### config.mk
export PLATFORM = sky130hd
export DESIGN_NAME = sys_array_result_drain
export DESIGN_NICKNAME = d
export VERILOG_FILES = /design/src/rtl/sys_array_pkg.sv /design/src/rtl/sys_array_edge_det.sv /design/src/rtl/sys_array_result_drain.sv
export SDC_FILE = /design/constraint.sdc
export NUM_CORES = 1
export LEC_CHECK = 0
export CORE_AREA = 4 4 191 119
export DETAILED_ROUTE_END_ITERATION = 7
export DIE_AREA = 0 0 195 123
export PLACE_DENSITY = 0.9
export SLEW_MARGIN = 20
export SYNTH_ARGS = -nofsm -noshare
export SYNTH_HDL_FRONTEND = slang
export SYNTH_HIERARCHICAL = 1
export SYNTH_SLANG_ARGS = --single-unit
### constraint.sdc
create_clock -name clk -period 3.2 [get_ports clk]
set_clock_uncertainty 0.15 [all_clocks]
set_input_delay 0.32 -clock clk [delete_from_list [all_inputs] [get_ports clk]]
set_output_delay 0.32 -clock clk [all_outputs]
set_load 0.03 [all_outputs]
### src/rtl/sys_array_pkg.sv
// Shared types for the systolic-array result drain: FSM state encoding and index-width helper.
package sys_array_pkg;

    typedef enum logic {
        IDLE   = 1'b0,
        STREAM = 1'b1
    } state_t;

    // Index width for a dimension of n entries; never narrower than one bit.
    function automatic int idx_w(input int n);
        return (n > 1) ? $clog2(n) : 1;
    endfunction

endpackage

### src/rtl/sys_array_edge_det.sv
// Registered rising-edge detector; rise_o is combinational from sig_i and the registered copy.
// Latency: zero cycles to rise_o. Backpressure: none.
// Reset clears the history, so a level held high across reset release reads as an edge.
module sys_array_edge_det (
    input  logic clk,
    input  logic reset,
    input  logic sig_i,
    output logic rise_o
);

    logic sig_q;

    always_ff @(posedge clk) begin
        if (reset) begin
            sig_q <= 1'b0;
        end else begin
            sig_q <= sig_i;
        end
    end

    assign rise_o = sig_i & ~sig_q;

endmodule

### src/rtl/sys_array_result_drain.sv
// Captures a full result matrix on a res_ready rising edge and streams it out row-major, one element per beat.
// Latency: first beat valid the cycle after capture. Backpressure: m_ready stalls the stream with outputs held.
// SYS_ARRAY_DRAIN_CHECKSUM_EN appends a checksum beat (sum of elements) after the last element.
module sys_array_result_drain
    import sys_array_pkg::*;
#(
    parameter int DATA_WIDTH = 8,
    parameter int ARRAY_A_W  = 4,
    parameter int ARRAY_W_L  = 4
) (
    input  logic                                                clk,
    input  logic                                                reset,
    input  logic                                                res_ready,
    input  logic [0:ARRAY_A_W-1][0:ARRAY_W_L-1][2*DATA_WIDTH-1:0] res_data,
    output logic                                                m_valid,
    input  logic                                                m_ready,
    output logic [2*DATA_WIDTH-1:0]                             m_data,
    output logic [idx_w(ARRAY_A_W)-1:0]                         m_row,
    output logic [idx_w(ARRAY_W_L)-1:0]                         m_col,
    output logic                                                m_last,
    output logic                                                busy,
    output logic                                                overrun
);

    localparam int EW = 2 * DATA_WIDTH;
    localparam int RW = idx_w(ARRAY_A_W);
    localparam int CW = idx_w(ARRAY_W_L);
    localparam logic [RW-1:0] LAST_ROW = RW'(ARRAY_A_W - 1);
    localparam logic [CW-1:0] LAST_COL = CW'(ARRAY_W_L - 1);

    typedef logic [0:ARRAY_A_W-1][0:ARRAY_W_L-1][EW-1:0] mat_t;

    state_t        state_q, state_d;
    mat_t          buf_q, buf_d;
    logic [RW-1:0] row_q, row_d;
    logic [CW-1:0] col_q, col_d;
    logic          overrun_q, overrun_d;
    logic          rise;
    logic          elem_last;
    logic          final_beat;
    logic          xfer;
    logic [EW-1:0] elem;

`ifdef SYS_ARRAY_DRAIN_CHECKSUM_EN
    logic          cks_q, cks_d;
    logic [EW-1:0] sum_q, sum_d;
`endif

    sys_array_edge_det u_edge (
        .clk    (clk),
        .reset  (reset),
        .sig_i  (res_ready),
        .rise_o (rise)
    );

    assign elem      = buf_q[row_q][col_q];
    assign elem_last = (row_q == LAST_ROW) && (col_q == LAST_COL);
    assign m_valid   = (state_q == STREAM);
    assign busy      = (state_q == STREAM);
    assign xfer      = m_valid & m_ready;
    assign m_row     = row_q;
    assign m_col     = col_q;
    assign overrun   = overrun_q;

`ifdef SYS_ARRAY_DRAIN_CHECKSUM_EN
    assign final_beat = cks_q;
    assign m_data     = cks_q ? sum_q : elem;
    assign m_last     = m_valid & cks_q;
`else
    assign final_beat = elem_last;
    assign m_data     = elem;
    assign m_last     = m_valid & elem_last;
`endif

    always_comb begin
        state_d   = state_q;
        buf_d     = buf_q;
        row_d     = row_q;
        col_d     = col_q;
        overrun_d = overrun_q;
`ifdef SYS_ARRAY_DRAIN_CHECKSUM_EN
        cks_d     = cks_q;
        sum_d     = sum_q;
`endif
        case (state_q)
            IDLE: begin
                if (rise) begin
                    state_d = STREAM;
                    buf_d   = res_data;
                    row_d   = '0;
                    col_d   = '0;
`ifdef SYS_ARRAY_DRAIN_CHECKSUM_EN
                    cks_d   = 1'b0;
                    sum_d   = '0;
`endif
                end
            end
            STREAM: begin
                // Only an edge landing exactly on the final transfer starts a new frame.
                if (rise && !(xfer && final_beat)) begin
                    overrun_d = 1'b1;
                end
                if (xfer) begin
                    if (final_beat) begin
                        row_d = '0;
                        col_d = '0;
`ifdef SYS_ARRAY_DRAIN_CHECKSUM_EN
                        cks_d = 1'b0;
                        sum_d = '0;
`endif
                        if (rise) begin
                            buf_d = res_data;
                        end else begin
                            state_d = IDLE;
                        end
                    end else begin
`ifdef SYS_ARRAY_DRAIN_CHECKSUM_EN
                        sum_d = sum_q + elem;
                        if (elem_last) begin
                            cks_d = 1'b1;
                        end
`endif
                        if (col_q != LAST_COL) begin
                            col_d = col_q + 1'b1;
                        end else begin
                            col_d = '0;
                            row_d = (row_q != LAST_ROW) ? row_q + 1'b1 : '0;
                        end
                    end
                end
            end
            default: state_d = IDLE;
        endcase
    end

    always_ff @(posedge clk) begin
        if (reset) begin
            state_q   <= IDLE;
            buf_q     <= '0;
            row_q     <= '0;
            col_q     <= '0;
            overrun_q <= 1'b0;
`ifdef SYS_ARRAY_DRAIN_CHECKSUM_EN
            cks_q     <= 1'b0;
            sum_q     <= '0;
`endif
        end else begin
            state_q   <= state_d;
            buf_q     <= buf_d;
            row_q     <= row_d;
            col_q     <= col_d;
            overrun_q <= overrun_d;
`ifdef SYS_ARRAY_DRAIN_CHECKSUM_EN
            cks_q     <= cks_d;
            sum_q     <= sum_d;
`endif
        end
    end

endmodule

==> impl_summary.txt <==
----------------------------------------------------
[Final layout]
  Layout overhead on the synthesized area ... 35.6%
  Most common cell after layout, fill and taps aside ... sky130_fd_sc_hd__nand2_1
  Nets ... 1774
  Top library cells by usage in the layout, fill and taps aside ... sky130_fd_sc_hd__nand2_1 (530), sky130_fd_sc_hd__clkdlybuf4s50_1 (268), sky130_fd_sc_hd__dfxtp_1 (261), sky130_fd_sc_hd__a21oi_1 (260), sky130_fd_sc_hd__mux4_2 (64)
  Diode count ... 0
  Fin cells ... 1809
  Share of post-route cells with drive strength above 1 ... 9.15%
  Post-route design area ... 14800 sq um
  Number of filler cells placed in the layout ... 1538

[Detailed routing]
  Total Routed Length ... 40300 microns
  Overall via count from detail_route ... 10710
  DR DRC count ... 0
  Via/cell ratio ... 5.92
  Wire length per cell ... 22.3 microns
  Number of nets with antenna violations after routing ... 0
  Number of detailed-routing iterations run before antenna repair ... 6
  Number of design-rule violations left by the first detailed-router iteration ... 1519

[STA]
  Max Slew Vio Count ... 0
  Worst Slack Setup Final ... 0.0106 ns
  Number of hold violations in the final report ... 0
  Rel. slew slack ... 48.8%
  Final period demand of the worst path ... 3.19 ns
  RSZ-0062 raised after global routing ... no
  Maximum operating frequency ... 314 MHz
  Post-route clock period utilization ... 99.7%
  Final setup TNS ... 0 ns
  Endpoints failing setup ... 0
  Actual transition at the worst max-transition pin ... 0.768 ns

[Worst setup path]
  Worst setup SP type ... flop
  Worst Path Max Fanout ... 11
  Element type at the critical path end ... output pin
  Worst EP required ... 2.73 ns
  Crit path arrival time ... 2.72 ns
  Crit Path Class ... reg -> out

[Die]
  Standard cell core area ... 20800 sq um
  Width of the die ... 195 microns
  Total I/O pin count ... 284
  Count of standard-cell rows ... 41
  Initial core utilization ... 52.5%
  Height of the chip ... 123 microns
  Total Die Area ... 24000 sq um

[Global route]
  Total global routing track utilization ... 32.3%
  Via count of the first global-routing pass ... 10328
  Number of antenna violations at the first check in global routing ... 2
  Global-route wire length before repair ... 60100 microns
  M2 GR Usage ... 48.9%
  Pin count of the biggest net entering global routing ... 108
  Global-route met3 utilization ... 10.6%
  GR Util met1 ... 43.8%
  GR Overflow Total ... 0
  Layer with the highest usage after global routing ... met2

[Pwr]
  Internal power ... 0.00573 W
  Total power per unit cell area ... 520 nW/um^2
  Switching power ... 0.00198 W
  Power share of the clock group ... 38.6%
  Combinational group share of total power ... 14.4%
  Maximum vdd drop ... 0.353 mV
  Lkg Pwr ... 5.54 nW
  Switching share of power ... 25.7%
  Sequential cell fraction of total power ... 46.9%

[Synthesis]
  Synth Net Count ... 1544
  Biggest area contributors in the synthesized netlist ... sky130_fd_sc_hd__dfxtp_1 (48%), sky130_fd_sc_hd__nand2_1 (18%), sky130_fd_sc_hd__mux4_2 (13%), sky130_fd_sc_hd__a21oi_1 (12%), sky130_fd_sc_hd__buf_2 (2.4%)
  Ys flop type ... sky130_fd_sc_hd__dfxtp_1
  Post-synth top area share ... 48.2%
  Number of standard cells after synthesis ... 1282
  Post-synthesis async set-or-reset flop share ... 0%
  Number of enable-type register cells in the synthesized netlist ... 0
  Post-synthesis sequential element count ... 263
  Post-synthesis cell type with the largest combined area ... sky130_fd_sc_hd__dfxtp_1
  Number of different library cells in the post-synthesis netlist ... 24
  Sequential-to-total area share from yosys stat ... 48.2%
  Yosys warns ... 6
  Mapped Area ... 10900 sq um
  Post-Syn Area per Cell ... 8.52 sq um

[Clock network]
  Clk root buf ... sky130_fd_sc_hd__clkbuf_16
  Worst skew pair latency ... 0.54 ns
  Depth of the CTS H-tree ... 1
  Number of clock sinks ... 263
  Number of buffers inserted during clock tree synthesis ... 24
  CTS tree ... yes
  Clock-pin slew of the registers on the worst-case setup and hold paths ... 0.07 ns
  CTS max path bufs ... 3

[Placed design]
  Post-DP Area ... 13900 sq um
  Setup Slack @ Placement ... 0.328 ns
  Final weighted congestion in routability-driven placement ... 1.03
  Placed Cells incl. Taps ... 1762
  Post-DP HPWL ... 29900 microns
  Total of buffers placed on input and output ports ... 283

[Job]
  MaxCap Viol Count ... 0

[Run status]
  Run status ... finished, final reports clean

[Hold path]
  Hold WC Path Type ... in -> reg

----------------------------------------------------
==> final timing paths <==
check / from / to / slack (ns) / depth (start not counted)
max reg2reg: m_row[0] / buf_q[238] / 0.49 / 7
min: reset / u_edge/sig_q / 0.09 / 2
max: m_row[0] / m_data[6] / 0.01 / 5
min reg2reg: buf_q[76] / buf_q[76] / 0.30 / 2
==> state kept, by name, summed over array words and instances, names as in the netlist <==
signal / count
buf_q: 256
m_col: 2
overrun: 1
busy: 1
m_row: 2
u_edge/sig_q: 1
==> synth_stat cells, types with 2 or more instances <==
cell type                  count
sky130_fd_sc_hd__buf_1         5
sky130_fd_sc_hd__a22oi_1      32
sky130_fd_sc_hd__mux4_2       64
sky130_fd_sc_hd__dfxtp_1     263
sky130_fd_sc_hd__nor2b_4       2
sky130_fd_sc_hd__nand2_1     530
sky130_fd_sc_hd__a21oi_1     260
sky130_fd_sc_hd__nor2b_1       3
sky130_fd_sc_hd__ha_1          2
sky130_fd_sc_hd__nor2_1        7
sky130_fd_sc_hd__buf_4         8
sky130_fd_sc_hd__buf_2        52
sky130_fd_sc_hd__a31oi_1       2
sky130_fd_sc_hd__clkbuf_1     42
==> power groups by stage <==
stage | registers (W) | clock network, W | logic (W)
final | 0.00361 | 0.00298 | 0.00111
after global routing | 0.00362 | 0.00311 | 0.00119
after CTS | 0.00360 | 0.00298 | 0.00110
after detailed placement | 0.00368 | 0 | 0.00108
after global placement | 0.00368 | 0 | 0.00106
after floorplan | 0.00360 | 0 | 0.000558
==> layout make-up <==
class                      instances  area (sq um)  area share (%)
timing repair buffer             312          3200            21.6
tap                              279           349            2.36
multi-input combinational        911          5170            34.9
sequential                       263          5270            35.6
clock inverter                     6          68.8           0.464
clock buffer                      38           754            5.09
==> routing by layer <==
metal,vias up,wire length [microns]
met3,143,5470
met1,5008,15700
met2,777,17500
li1,4778,-
met5,-,27
met4,4,1720
==> worst max-delay path, stage by stage (launching register included) <==
cell and delay (ns):
sky130_fd_sc_hd__dfxtp_4 0.44, sky130_fd_sc_hd__buf_4 0.26, sky130_fd_sc_hd__mux4_2 0.55, sky130_fd_sc_hd__a22oi_1 0.19, sky130_fd_sc_hd__nand2_1 0.13, sky130_fd_sc_hd__clkdlybuf4s50_1 0.61
==> cell families (layout without fill, tap and decap cells) <==
| logic type | Yosys count | after routing | synth area share, % |
|---|---|---|---|
| AOI/OAI and AO/OA | 297 | 297 | 14.5 |
| adders and majority gates | 2 | 2 | 0.229 |
| buffers and inverters | 108 | 356 | 4.65 |
| DFF | 263 | 263 | 48.2 |
| muxes | 65 | 65 | 13.3 |
| and+or+nand+nor | 547 | 547 | 19.2 |
==> timing repair <==
action,CTS,global route
buffers inserted,3,0
hold buffers,0,0
cloned,0,0
endpoints found under the setup margin,15,12
gates resized for setup,3,12
==> metrics by stage <==
stage	utilization [%]	power, W	hold WS, ns
floorplan	-	0.00416	0.234
global placement	66.9	0.00474	0.289
detailed placement	66.9	0.00476	0.293
CTS	71.0	0.00768	0.104
global route	71.1	0.00792	0.121
finish	71.1	0.00770	0.0919
No activity file was read; power rests on OpenSTA's default activity.
